--- src/rtl/shift_accumulator_pkg.sv ---
// Types and defaults shared by the shift accumulator and the fusion-unit top.
package shift_accumulator_pkg;

    typedef enum logic [1:0] {
        IDLE  = 2'd0,
        ACCUM = 2'd1,
        HOLD  = 2'd2
    } state_t;

    localparam int DEFAULT_ACC_WIDTH    = 32;
    localparam int DEFAULT_SHIFT_AMOUNT = 2;

endpackage

--- src/rtl/shift_accumulator_shifter.sv ---
// Combinational sign-extending left shifter: result = sext(data) << shift*SHIFT_AMOUNT.
module shifter #(
    parameter int IN_WIDTH     = 8,
    parameter int OUT_WIDTH    = 32,
    parameter int SHIFT_WIDTH  = 3,
    parameter int SHIFT_AMOUNT = 2
) (
    input  logic [IN_WIDTH-1:0]    data,
    input  logic [SHIFT_WIDTH-1:0] shift,
    output logic [OUT_WIDTH-1:0]   result
);

    logic [31:0]          eff_shift;
    logic [OUT_WIDTH-1:0] ext;

    assign eff_shift = 32'(shift) * 32'(SHIFT_AMOUNT);
    assign ext       = {{(OUT_WIDTH-IN_WIDTH){data[IN_WIDTH-1]}}, data};
    // Shifts at or beyond the output width clear the term entirely.
    assign result    = (eff_shift >= 32'(OUT_WIDTH)) ? '0 : (ext << eff_shift);

endmodule

--- src/rtl/shift_accumulator.sv ---
// Accumulates shift-weighted signed partial products into one wide sum per packet,
// with a sticky overflow flag, presented on a valid/ready output.
module shift_accumulator
    import shift_accumulator_pkg::*;
#(
    parameter int IN_WIDTH     = 8,
    parameter int ACC_WIDTH    = DEFAULT_ACC_WIDTH,
    parameter int SHIFT_WIDTH  = 3,
    parameter int SHIFT_AMOUNT = DEFAULT_SHIFT_AMOUNT
) (
    input  logic                   clk,
    input  logic                   reset,
    input  logic                   in_valid,
    output logic                   in_ready,
    input  logic [IN_WIDTH-1:0]    in_data,
    input  logic [SHIFT_WIDTH-1:0] in_shift,
    input  logic                   in_last,
    output logic                   out_valid,
    input  logic                   out_ready,
    output logic [ACC_WIDTH-1:0]   out_data,
    output logic                   out_overflow
);

    state_t               state_reg, state_next;
    logic [ACC_WIDTH-1:0] acc_reg, acc_next;
    logic                 sticky_reg, sticky_next;
    logic [ACC_WIDTH-1:0] out_data_reg, out_data_next;
    logic                 out_ovf_reg, out_ovf_next;

    logic [ACC_WIDTH-1:0] term;
    logic [ACC_WIDTH-1:0] ext;
    logic [ACC_WIDTH-1:0] sum;
    logic [31:0]          eff_shift;
    logic                 term_ovf;
    logic                 add_ovf;
    logic                 accept;

    shifter #(
        .IN_WIDTH    (IN_WIDTH),
        .OUT_WIDTH   (ACC_WIDTH),
        .SHIFT_WIDTH (SHIFT_WIDTH),
        .SHIFT_AMOUNT(SHIFT_AMOUNT)
    ) u_shifter (
        .data  (in_data),
        .shift (in_shift),
        .result(term)
    );

    assign eff_shift = 32'(in_shift) * 32'(SHIFT_AMOUNT);
    assign ext       = {{(ACC_WIDTH-IN_WIDTH){in_data[IN_WIDTH-1]}}, in_data};

    // A term is lossless exactly when shifting it back arithmetically restores sext(in_data).
    assign term_ovf = (eff_shift >= 32'(ACC_WIDTH)) ? (in_data != '0)
                                                    : (($signed(term) >>> eff_shift) != $signed(ext));

    assign sum     = acc_reg + term;
    assign add_ovf = (acc_reg[ACC_WIDTH-1] == term[ACC_WIDTH-1]) &&
                     (sum[ACC_WIDTH-1] != acc_reg[ACC_WIDTH-1]);

    assign in_ready     = (state_reg != HOLD) | out_ready;
    assign accept       = in_valid & in_ready;
    assign out_valid    = (state_reg == HOLD);
    assign out_data     = out_data_reg;
    assign out_overflow = out_ovf_reg;

    always_comb begin
        state_next    = state_reg;
        acc_next      = acc_reg;
        sticky_next   = sticky_reg;
        out_data_next = out_data_reg;
        out_ovf_next  = out_ovf_reg;

        case (state_reg)
            ACCUM: begin
                if (accept) begin
                    acc_next    = sum;
                    sticky_next = sticky_reg | term_ovf | add_ovf;
                    if (in_last) begin
                        state_next = HOLD;
                    end
                end
            end
            HOLD: begin
                // A beat accepted here opens a new packet; the held sum is not carried over.
                if (accept) begin
                    acc_next    = term;
                    sticky_next = term_ovf;
                    state_next  = in_last ? HOLD : ACCUM;
                end else if (out_ready) begin
                    state_next = IDLE;
                end
            end
            default: begin
                state_next = IDLE;
                if (accept) begin
                    acc_next    = term;
                    sticky_next = term_ovf;
                    state_next  = in_last ? HOLD : ACCUM;
                end
            end
        endcase

        if (accept && in_last) begin
            out_data_next = acc_next;
            out_ovf_next  = sticky_next;
        end
    end

    always_ff @(posedge clk or posedge reset) begin
        if (reset) begin
            state_reg    <= IDLE;
            acc_reg      <= '0;
            sticky_reg   <= 1'b0;
            out_data_reg <= '0;
            out_ovf_reg  <= 1'b0;
        end else begin
            state_reg    <= state_next;
            acc_reg      <= acc_next;
            sticky_reg   <= sticky_next;
            out_data_reg <= out_data_next;
            out_ovf_reg  <= out_ovf_next;
        end
    end

endmodule
--- config.mk ---
export PLATFORM = sky130hd
export DESIGN_NAME = shift_accumulator
export DESIGN_NICKNAME = d
export VERILOG_FILES = /design/src/rtl/shift_accumulator_pkg.sv /design/src/rtl/shift_accumulator_shifter.sv /design/src/rtl/shift_accumulator.sv
export SDC_FILE = /design/constraint.sdc
export NUM_CORES = 1
export LEC_CHECK = 0
export ABC_AREA = 1
export BUFFER_PORTS_ARGS = -buffer_cell sky130_fd_sc_hd__buf_2
export CORE_UTILIZATION = 40
export CTS_CLUSTER_SIZE = 12
export DETAILED_ROUTE_END_ITERATION = 12
export PLACE_DENSITY_LB_ADDON = 0.12
export RECOVER_POWER = 50
export SETUP_SLACK_MARGIN = 0.1
export SYNTH_ARGS = -nofsm -noshare
export SYNTH_HDL_FRONTEND = slang
export SYNTH_HIERARCHICAL = 1
export SYNTH_SLANG_ARGS = --single-unit
--- constraint.sdc ---
create_clock -name clk -period 2.11 [get_ports clk]
set_clock_uncertainty 0.05 [all_clocks]
set_input_delay 0.1055 -clock clk [delete_from_list [all_inputs] [get_ports clk]]
set_output_delay 0.1055 -clock clk [all_outputs]
set_load 0.05 [all_outputs]
== Yosys cells after proc, flatten, opt, wreduce, memory -nomap -nowiden ==
Index checks and enable logic that the tools add are counted.

* Add/sub/neg operators: 1
* $lt $le $gt $ge: 1
* Equal/unequal tests: 9
* Shift operators: 2
* Muxes and demuxes: 15
* Bitwise operators: 4
* Reductions and logical operators: 4

{| class="wikitable"
|+ Operator list
! kind !! number
|-
| 2-to-1 mux 32 bit || 4
|-
| adder 32 bit || 1
|-
| inequality test 32 x 8 -> 1 bit || 1
|-
| << shifter 32 x 4 -> 32 bit || 1
|-
| >>> shifter 32 x 4 -> 32 bit || 1
|-
| 2-to-1 mux 2 bit || 6
|-
| nonzero test 8 bit || 1
|-
| >= comparator 4 x 6 -> 1 bit (second input constant) || 1
|-
| inequality test 2 bit (second input constant) || 3
|-
| 2-to-1 mux 1 bit || 4
|-
| case mux 2 bit (2 select lines) || 1
|-
| inequality test 3 x 1 -> 1 bit (second input constant) || 1
|-
| bitwise OR 1 bit || 3
|-
| AND reduction 3 bit || 1
|-
| equality test 2 x 1 -> 1 bit (second input constant) || 1
|-
| equality test 2 bit (second input constant) || 1
|-
| logical AND 1 bit || 2
|-
| AND 1 bit || 1
|-
| equality test 1 bit || 1
|-
| inequality test 1 bit || 1
|}

* Bits in registers: 68
* Input port bits: 16
* Output and inout bits: 35

== Logic depth before layout (Yosys ltp) ==
Gate-level depths: netlist (run 1).

* Depth in word-level cells: 9
* Mapped depth: 24
* Depth with buffers taken out: 23

== By module ==
Netlist (run 1), hierarchy kept.

{| class="wikitable"
|+ By module, submodules not included
! module !! instances !! cells each !! area each (um^2) !! sequential area each (um^2)
|-
| shift_accumulator || 1 || 969 || 6083.3 || 1701.6
|-
| shifter || 1 || 107 || 500.5 || 0.0
|}

== Worst setup path before layout (run 1) ==
Ideal clock, no wire load.

* Kind: reg2reg
* From: reg state_reg[0]
* To: reg out_data_reg[4], in the netlist out_data[4]
* Library setup time: 66 ps
* Data arrival time: 2688 ps
* Data required time: 1994 ps
* Path slack: -694 ps
* Stages on the path, launching flop included: 11
* Buffers on the path: 1
* Period minus slack after synthesis: 2804 ps
* Cell sequence: dfrtp_1 nor2_1 nand2_1 nand2_2 inv_2 nand2_2 buf_2 o22ai_1 a31oi_1 nand2_1 nand2_1

* Cells in the longest elaborated chain, start to end: 5
* Elaborated cells on any way between the ends: 8
* Those cells by class: eq/ne (2); mux (3); bitwise (2); reduce/logical (1)

{| class="wikitable"
|+ Ends and longest elaborated chain
! what !! line !! text
|-
| start, declared || shift_accumulator.sv:24 || <nowiki>state_t state_reg, state_next;</nowiki>
|-
| start signal, assigned || shift_accumulator.sv:117 || <nowiki>state_reg <= state_next;</nowiki>
|-
| inequality test 2 bit (*) || shift_accumulator.sv:60 || <nowiki>assign in_ready = (state_reg != HOLD) | out_ready;</nowiki>
|-
| bitwise OR 1 bit (*) || shift_accumulator.sv:60 ||
|-
| named net in_ready || shift_accumulator.sv:14 || <nowiki>output logic in_ready,</nowiki>
|-
| AND 1 bit (*) || shift_accumulator.sv:61 || <nowiki>assign accept = in_valid & in_ready;</nowiki>
|-
| 2-to-1 mux 32 bit (on tied branches) || shift_accumulator.sv:85, shift_accumulator.sv:95, shift_accumulator.sv:75 ||
|-
| 2-to-1 mux 32 bit (*) || n/a ||
|-
| named net acc_next[4] || shift_accumulator.sv:25 || <nowiki>logic [ACC_WIDTH-1:0] acc_reg, acc_next;</nowiki>
|-
| end signal, assigned || shift_accumulator.sv:120 || <nowiki>out_data_reg <= out_data_next;</nowiki>
|-
| end, declared || shift_accumulator.sv:27 || <nowiki>logic [ACC_WIDTH-1:0] out_data_reg, out_data_next;</nowiki>
|}

Mark *: on every way through the listed nets, which the timed path passes. The rest lies on a longest branch.
A chain may end at the register's enable or synchronous reset.

== Final worst setup path (run 1) ==
* From: reg acc_reg[0]
* To: reg out_data_reg[14], in the netlist out_data[14]

* Cells in the longest elaborated chain, start to end: 3

{| class="wikitable"
|+ Ends and longest elaborated chain
! what !! line !! text
|-
| start, declared || shift_accumulator.sv:25 ||
|-
| start signal, assigned || shift_accumulator.sv:118 || <nowiki>acc_reg <= acc_next;</nowiki>
|-
| adder 32 bit || shift_accumulator.sv:56 || <nowiki>assign sum = acc_reg + term;</nowiki>
|-
| 2-to-1 mux 32 bit || shift_accumulator.sv:75 || <nowiki>if (accept) begin</nowiki>
|-
| 2-to-1 mux 32 bit || n/a ||
|-
| named net acc_next[14] || shift_accumulator.sv:25 ||
|}

The timed path passes the listed nets, and every way through them passes these cells.

==> flow_summary.yaml, run 1 <==
status:
  outcome: "finished with violations"
  violations: "negative setup slack"
clocking:
  cts_sinks: 68
  cts_tree: "yes"
  cts_buffers: 9
  cts_max_path_buffers: 2
  clk_latency_ns: 0.35
  cts.clk_slew.worst_paths_ns: 0.06
  cts_max_level: 3
  cts_root_buf: "clkbuf_16"
synthesis:
  synthFlopType: "dfrtp_1"
  synth-adder-area-share_pct: 6.20
  ys_seq_area_share_pct: 25.8
  synth_edf_count: 0
  synth_most_common_cell: "nand2_1"
  netlist_instances: 1076
  synth_area_um2: 6580
  postSynthAreaPerCell_um2: 6.12
  ys_top_cells_by_count: "417 x nand2_1, 144 x nand3_1, 85 x inv_1, 71 x nor2_1, 68 x dfrtp_1"
  synth_top_family_by_area: "simple AND/OR/NAND/NOR gates"
  synth_cell_type_count: 43
  synth.largest_area_cell: "dfrtp_1"
  yosys.area_share.simple_pct: 43.8
  syn_nets: 1124
  synth_area_leaders: "dfrtp_1 26%, nand2_1 24%, nand3_1 11%, ha_1 5.9%, inv_1 4.8%"
  synth-warning-count: 6
  async_flop_share_pct: 100
  synth_top_area_share_pct: 25.8
  ys_ff_latch: 68
  synth-compound-area-share_pct: 12.8
  synth_xor_area_share_pct: 1.33
  synth.area.mux_share_pct: 0
floorplan:
  die_x_um: 130
  die_h_um: 130
  io_pins: 51
  start_util_pct: 41.1
  die_area_um2: 17000
  row_count: 46
  core_um2: 16000
setup_path:
  startpoint_type: "flop"
  arrival_ns: 2.51
  cp.required_ns: 2.30
  worstPathMaxFanout: 3
  setup.worst_path.class: "flop to flop"
  cp-end-kind: "flop"
finish:
  fill_cells: 1479
  drive_above_1_share_pct: 37.4
  final_cell_area_um2: 9880
  synthToLayoutAreaGrowth_pct: 50.1
  diodes: 0
  fin_nets: 1325
  utilization_pct: 61.8
global_route:
  met2_usage_pct: 44.7
  use_met3_pct: 4.06
  grt.total_usage_pct: 29.0
  globalRouteMet1Util_pct: 42.8
  grt_overflow: 0
  grt_pass1_wl_um: 37800
  gr-max-usage-layer: "met2"
  grt_max_degree: 38
  antenna_found_initial: 0
  grt_pass1_vias: 7414
route:
  drtPass1Iterations: 6
  dr.first_iter.drc_count: 699
  wl_per_cell_um: 16.4
  postRouteWirelength_um: 24600
  vias_per_cell: 5.30
  post-route-drc-count: 0
  via_count: 7945
  antenna_left: 0
sta:
  setup_ws_ns: -0.212
  max_clock_freq_ghz: 0.431
  slew_violations: 0
  worstMarginPinSlew_ns: 0.837
  finalCritPeriodShare_pct: 110
  final.min_clock_period_ns: 2.32
  relSlewSlack_pct: 44.2
  finalHoldViolations: 0
  rsz0062_at_grt: "true"
  final.setup.tns_ns: -3.63
  setup_viol: 33
min_path:
  hp-class: "input port to flop"
place:
  placed_cell_area_um2: 8380
  gp_congestion: 0.936
  pre_cts_ws_ns: -0.531
  io_buffer_count: 50
  place_hpwl_um: 17500
power_and_ir_drop:
  leakagePower_uw: 0.00500
  fin_total_pwr_uw: 9410
  p_per_area_nw_per_um2: 953
  ir_drop_uv: 662
flow_run:
  cap_viol_max_count: 0
## layout by cell type, fill, tap and decap left out, types with 7 or more instances in the layout
master | synthesis | layout
o22ai_1 | 8 | 8
inv_1 | 85 | 80
nand2_4 | 1 | 18
o211ai_1 | 12 | 12
nand2_2 | 14 | 67
nand3b_1 | 7 | 7
ha_4 | 0 | 25
clkbuf_1 | 7 | 12
nand4_1 | 7 | 7
inv_2 | 3 | 7
buf_2 | 14 | 34
buf_4 | 14 | 157
dfrtp_1 | 68 | 66
o21bai_1 | 9 | 7
clkbuf_16 | 0 | 10
a21oi_1 | 52 | 23
nor2_1 | 71 | 46
a21o_1 | 8 | 8
nand3_1 | 144 | 118
nor2_4 | 0 | 16
nand3_2 | 4 | 29
o21ai_2 | 2 | 10
nand2_1 | 417 | 347
a21oi_2 | 0 | 24
o21ai_1 | 7 | 16
o21ai_0 | 40 | 19
nor2_2 | 2 | 11
buf_6 | 6 | 21
## critical path: stages, from the launching register on
cell      delay, ns
dfrtp_1        0.35
ha_2           0.19
inv_2          0.04
fa_2           0.37
o21ai_4        0.21
nand2_1        0.10
nand2_2        0.12
a21oi_4        0.08
o21ai_4        0.21
buf_4          0.15
nand2_1        0.04
nand2_1        0.05
o211ai_1       0.13
nand2_1        0.08
nand2_1        0.04
## through the flow
stage,cells,hold slack (ns)
final,1498,0.0531
after global routing,1498,0.0976
after CTS,1477,0.0469
after detailed placement,1449,0.0787
after global placement,1449,0.0691
after floorplan,1076,0.222
## final cells by class
cell class              count  area, um2  share of cell area, %
inverters                  91        367                   3.71
well taps                 216        270                   2.73
clock inverters             7       98.8                   1.00
flip-flops and latches     68       1700                   17.2
repair inverters            1       8.76                 0.0886
repair buffers            236       1810                   18.3
clock buffers               9        225                   2.28
multi-input cells         870       5400                   54.7
## kinds of logic after synthesis
| group | after synthesis |
|---|---|
| AND/OR/NAND/NOR | 681 |
| AO/OA/AOI/OAI | 147 |
| buffers and inverters | 138 |
| flip-flops | 68 |
| adder cells (fa/ha/maj) | 32 |
| XOR/XNOR | 10 |
## per-layer routing
metal / vias to the layer above / routed length, um
li1: 3917 / -
met1: 3719 / 11500
met2: 273 / 11000
met3: 36 / 1720
met4: 0 / 443
met5: - / 0
## power breakdown
group	total [uW]	switching, uW	internal, uW
registers	1930	277	1650
logic	5790	3400	2390
clock network	1690	653	1040
total	9410	4330	5080
## final timing paths
check                                  from  cells past startpoint      endpoint  slack, ns
max in group asynchronous             reset                      4    acc_reg[9]       0.36
worst max register to register   acc_reg[0]                     14  out_data[14]      -0.21
worst min register to register  out_data[2]                      2   out_data[2]       0.42
worst min-delay path                in_last                      4  out_data[10]       0.05
min in group asynchronous             reset                      3  out_data[13]       0.35
worst max-delay path             acc_reg[0]                     14  out_data[14]      -0.21
## what timing repair did
action / CTS / global route
cloned: 1 / 1
pin swaps: 19 / 81
endpoints found under the hold margin: 18 / 0
hold buffers: 2 / 0
resized for setup: 56 / 187
endpoints found under the setup margin: 49 / 57
buffers inserted: 10 / 22
(Power assumes the default switching activity.)
==> run 2, diff against run 1 <==
CTS_BUF_LIST = sky130_fd_sc_hd__clkbuf_8   (was unset)
==> run 2 against run 1 <==
- the run still ends with negative setup slack left
- wire length fell by 3.8%
- count of clock-buffer cells in the layout is the same
- sequential power about the same
- non-clock buffer count decreased by 7
- critical path depth is 1 higher
- register-to-register slack hardly changed
==> flow_summary.yaml, run 2 (synthesized netlist as in run 1, its figures left out) <==
sta:
  final.min_clock_period_ns: 2.31
  final.setup.tns_ns: -2.82
  rsz0062_at_grt: "true"
  worstMarginPinSlew_ns: 0.836
  finalHoldViolations: 0
  fin_hold_ws_ns: 0.0396
  finalCritPeriodShare_pct: 110
  setup_viol: 27
  slew_violations: 0
  max_clock_freq_ghz: 0.433
  relSlewSlack_pct: 44.3
  setup_ws_ns: -0.202
place:
  io_buffer_count: 50
  pre_cts_ws_ns: -0.531
  place_hpwl_um: 17500
  gp_congestion: 0.936
  placedCellCount: 1449
status:
  violations: "negative setup slack"
  outcome: "finished with violations"
global_route:
  antenna_found_initial: 0
  grt_overflow: 0
  grt_pass1_wl_um: 37700
  met2_usage_pct: 45.2
  grt_pass1_vias: 7388
  use_met3_pct: 3.40
  grt_max_degree: 38
  grt.total_usage_pct: 29.0
  globalRouteMet1Util_pct: 42.3
  gr-max-usage-layer: "met2"
finish:
  layout_common_cells: "358 x nand2_1, 156 x buf_4, 126 x nand3_1"
  diodes: 0
  utilization_pct: 59.4
  synthToLayoutAreaGrowth_pct: 44.3
  stdcell_count: 1490
  fin_nets: 1317
  drive_above_1_share_pct: 36.0
  final_common_cell: "nand2_1"
clocking:
  cts_buffers: 9
  cts_max_level: 3
  cts_sinks: 68
  cts_tree: "yes"
  clk_latency_ns: 0.37
  cts.clk_slew.worst_paths_ns: 0.08
  cts_max_path_buffers: 2
  cts_root_buf: "clkbuf_8"
power_and_ir_drop:
  switching_share_pct: 47.3
  ir_drop_uv: 562
  p_sw_uw: 4120
  p_clk_share_pct: 14.4
  pwr-share-seq_pct: 21.9
  p_comb_share_pct: 63.7
  leakagePower_uw: 0.00487
  cellInternalPower_uw: 4590
  p_per_area_nw_per_um2: 917
setup_path:
  worstPathMaxFanout: 3
  cp-end-kind: "flop"
  startpoint_type: "flop"
  cp.required_ns: 2.32
  setup.worst_path.class: "flop to flop"
  arrival_ns: 2.52
floorplan:
  die_x_um: 130
  die_area_um2: 17000
  die_h_um: 130
  io_pins: 51
  core_um2: 16000
  start_util_pct: 41.1
  row_count: 46
min_path:
  hp-class: "input port to flop"
route:
  via_count: 7830
  antenna_left: 0
  post-route-drc-count: 0
  postRouteWirelength_um: 23700
  wl_per_cell_um: 15.9
  drtPass1Iterations: 5
  vias_per_cell: 5.26
  dr.first_iter.drc_count: 640
flow_run:
  cap_viol_max_count: 0
==> run 2: worst paths after layout <==
kind	slack, ns	cells after the start	to	start
worst max-delay path	-0.20	15	out_data[30]	acc_reg[0]
worst min-delay path	0.04	4	out_data[11]	in_last
worst max register to register	-0.20	15	out_data[30]	acc_reg[0]
worst min register to register	0.42	2	out_data[25]	out_data[25]
max in group asynchronous	0.38	4	acc_reg[9]	reset
min in group asynchronous	0.33	3	out_data[13]	reset
==> run 2: critical path, stage by stage (launching register included) <==
cell      delay, ns
dfrtp_1        0.36
ha_2           0.19
inv_2          0.04
fa_2           0.37
o21ai_4        0.20
nand2_1        0.09
nand2_2        0.11
a21oi_4        0.08
o21ai_4        0.23
nand2_1        0.10
nand2_2        0.09
nand2_1        0.05
nand2_1        0.07
o21bai_2       0.08
nand2_1        0.06
nand2_1        0.04
==> run 2: final cells by class <==
type / instances / area, um2
fillers: 1547 / 6500
multi-input cells: 870 / 5230
repair buffers: 229 / 1710
flip-flops and latches: 68 / 1700
inverters: 91 / 364
well taps: 216 / 270
clock buffers: 9 / 124
clock inverters: 7 / 98.8
==> run 2: through the flow <==
stage | power [uW] | instance area (um2)
global placement | 6510 | 8380
finish | 8720 | 9500
CTS | 8080 | 8940
floorplan | 4870 | 6970
detailed placement | 6510 | 8380
global route | 9270 | 9500
==> run 2: layer usage <==
metal	part of all wire, %	wire length [um]
met1	47	11100
met2	44	10500
met3	7.1	1680
met4	1.8	428
met5	0	0
==> run 2: power by group through the flow <==
stage / Combinational [uW] / Clock (uW) / Sequential (uW)
after global routing: 5980 / 1330 / 1960
after global placement: 4590 / 0 / 1910
after floorplan: 2400 / 0 / 2470
after CTS: 4910 / 1280 / 1900
final: 5550 / 1250 / 1910
after detailed placement: 4600 / 0 / 1910
==> run 2: what timing repair did <==
action / in CTS / in global routing
gates resized for setup: 65 / 135
pin swaps: 18 / 46
buffers inserted: 11 / 15
gates cloned: 0 / 0
hold buffers: 2 / 0
setup endpoints to repair: 47 / 56
hold endpoints to repair: 18 / 0
==> run 3, diff against run 2 <==
SETUP_SLACK_MARGIN = 0.5   (was 0.1)
==> run 3 against run 2 <==
- the flow still finishes with violations (negative setup slack)
- largest cell class unchanged
- register-to-register slack lost 0.04 ns
- critical path depth shrank 2
- sequential power is essentially flat
- wire length grew 1.4%
- power grew 3.9%
- combinational power grew 7.7%
- setup slack lost 0.039 ns
- global-route usage grew 0.083 points
- design area grew 4.0%
==> flow_summary.yaml, run 3 (synthesized netlist as in run 1, its figures left out) <==
status:
  outcome: "finished with violations"
  violations: "negative setup slack"
flow_run:
  cap_viol_max_count: 0
global_route:
  grt_pass1_wl_um: 37400
  antenna_found_initial: 0
  grt_max_degree: 69
  grt.total_usage_pct: 29.1
  grt_overflow: 0
  grt_pass1_vias: 7418
setup_path:
  r2r_slack_ns: -0.24
  slowest_stage: "dfrtp_1"
  path_cells: "ha_2, inv_2, fa_2, o21ai_4, nand2_2, nand2_4, a21oi_4, o21ai_4, buf_6, nor2_1, o211ai_1, nand2_1, nand2_1"
  setup.worst_path.class: "flop to flop"
  cp.required_ns: 2.39
  crit_family: "compound AO/OA/AOI/OAI gates"
  startpoint_type: "flop"
  cp-end-kind: "flop"
  arrival_ns: 2.63
  critPathLaunch: "acc_reg[0]"
  worst_path_largest_cell_delay_ns: 0.39
  critPathBufInv: 2
  worstPathMaxFanout: 4
  timing.rr.start: "acc_reg[0]"
floorplan:
  core_um2: 16000
  start_util_pct: 41.1
  die_x_um: 130
  die_area_um2: 17000
  die_h_um: 130
  io_pins: 51
  row_count: 46
clocking:
  cts_buffers: 9
  cts_sinks: 68
  cts_max_path_buffers: 2
  cts.clk_slew.worst_paths_ns: 0.09
  clk_latency_ns: 0.39
  cts_max_level: 3
  cts_root_buf: "clkbuf_8"
  cts_tree: "yes"
route:
  post-route-drc-count: 0
  via_count: 7970
  postRouteWirelength_um: 24000
  wl_per_cell_um: 16.0
  vias_per_cell: 5.30
  drtPass1Iterations: 7
  antenna_left: 0
  dr.first_iter.drc_count: 604
sta:
  rsz0062_at_grt: "true"
  finalHoldViolations: 0
  max_clock_freq_ghz: 0.425
  finalCritPeriodShare_pct: 111
  worstMarginPinSlew_ns: 0.952
  setup_viol: 43
  final.min_clock_period_ns: 2.35
  relSlewSlack_pct: 36.5
  slew_violations: 0
  setup_ws_ns: -0.241
min_path:
  min_from: "in_last"
  hp-class: "input port to flop"
finish:
  diodes: 0
  layout_common_cells: "350 x nand2_1, 156 x buf_4, 116 x nand3_1"
  final_common_cell: "nand2_1"
  synthToLayoutAreaGrowth_pct: 50.1
  drive_above_1_share_pct: 38.6
  fin_nets: 1332
power_and_ir_drop:
  p_per_area_nw_per_um2: 916
  leakagePower_uw: 0.00498
  ir_drop_uv: 616
  fin_total_pwr_uw: 9050
place:
  pre_cts_ws_ns: -0.621
  place_hpwl_um: 17400
  io_buffer_count: 50
  gp_congestion: 0.992
[run 3: path summary, 6_finish.rpt]
kind,end,cells past startpoint
max in group asynchronous,acc_reg[24],4
max,out_data[14],13
min reg2reg,out_data[22],2
min,out_data[12],4
min in group asynchronous,out_data[8],4
max reg2reg,out_data[14],13
[run 3: what timing repair did]
item / 4_1_cts / 5_1_grt
setup buffers: 24 / 17
gates resized for setup: 119 / 94
hold endpoints to repair: 69 / 0
gates cloned: 0 / 0
hold buffers: 2 / 0
setup endpoints to repair: 64 / 64
pin swaps: 70 / 69
[run 3: metrics by stage]
stage	cell area (um2)	cells	utilization [%]	TNS, ns	hold slack (ns)
2_1_floorplan	7110	1076	-	-0.131	0.212
3_3_place_gp	8440	1446	52.8	-18.19	0.181
3_5_place_dp	8440	1446	52.8	-19.08	0.192
4_1_cts	9370	1488	58.6	-3.28	0.00866
5_1_grt	9880	1505	61.8	-8.98	0.0491
6_report	9880	1505	61.8	-4.11	0.0168
[run 3: worst register-to-register path, cell delays in order, from the launching register on]
cell      delay, ns
dfrtp_1        0.39
ha_2           0.20
inv_2          0.04
fa_2           0.36
o21ai_4        0.17
nand2_2        0.09
nand2_4        0.09
a21oi_4        0.08
o21ai_4        0.25
buf_6          0.13
nor2_1         0.03
o211ai_1       0.30
nand2_1        0.08
nand2_1        0.07
[run 3: layer usage]
metal | share of wire, % | track usage [%] | vias up
met5 | 0 | 0 | -
met1 | 47 | 40.6 | 3751
met3 | 6.6 | 5.70 | 36
met2 | 45 | 45.2 | 244
li1 | - | - | 3939
met4 | 2.0 | 8.82 | 0
[run 3: report_power, final]
part           leakage (uW)  switching [uW]  internal [uW]
clock             0.0000983             581            575
sequential         0.000838             276           1650
combinational       0.00405            3430           2550
[run 3: cell type report]
| class | count | area (um2) |
|---|---|---|
| fillers | 1487 | 6120 |
| multi-input cells | 870 | 5460 |
| repair buffers | 244 | 1870 |
| flip-flops and latches | 68 | 1700 |
| inverters | 91 | 380 |
| well taps | 216 | 270 |
| clock buffers | 10 | 138 |
| clock inverters | 6 | 63.8 |
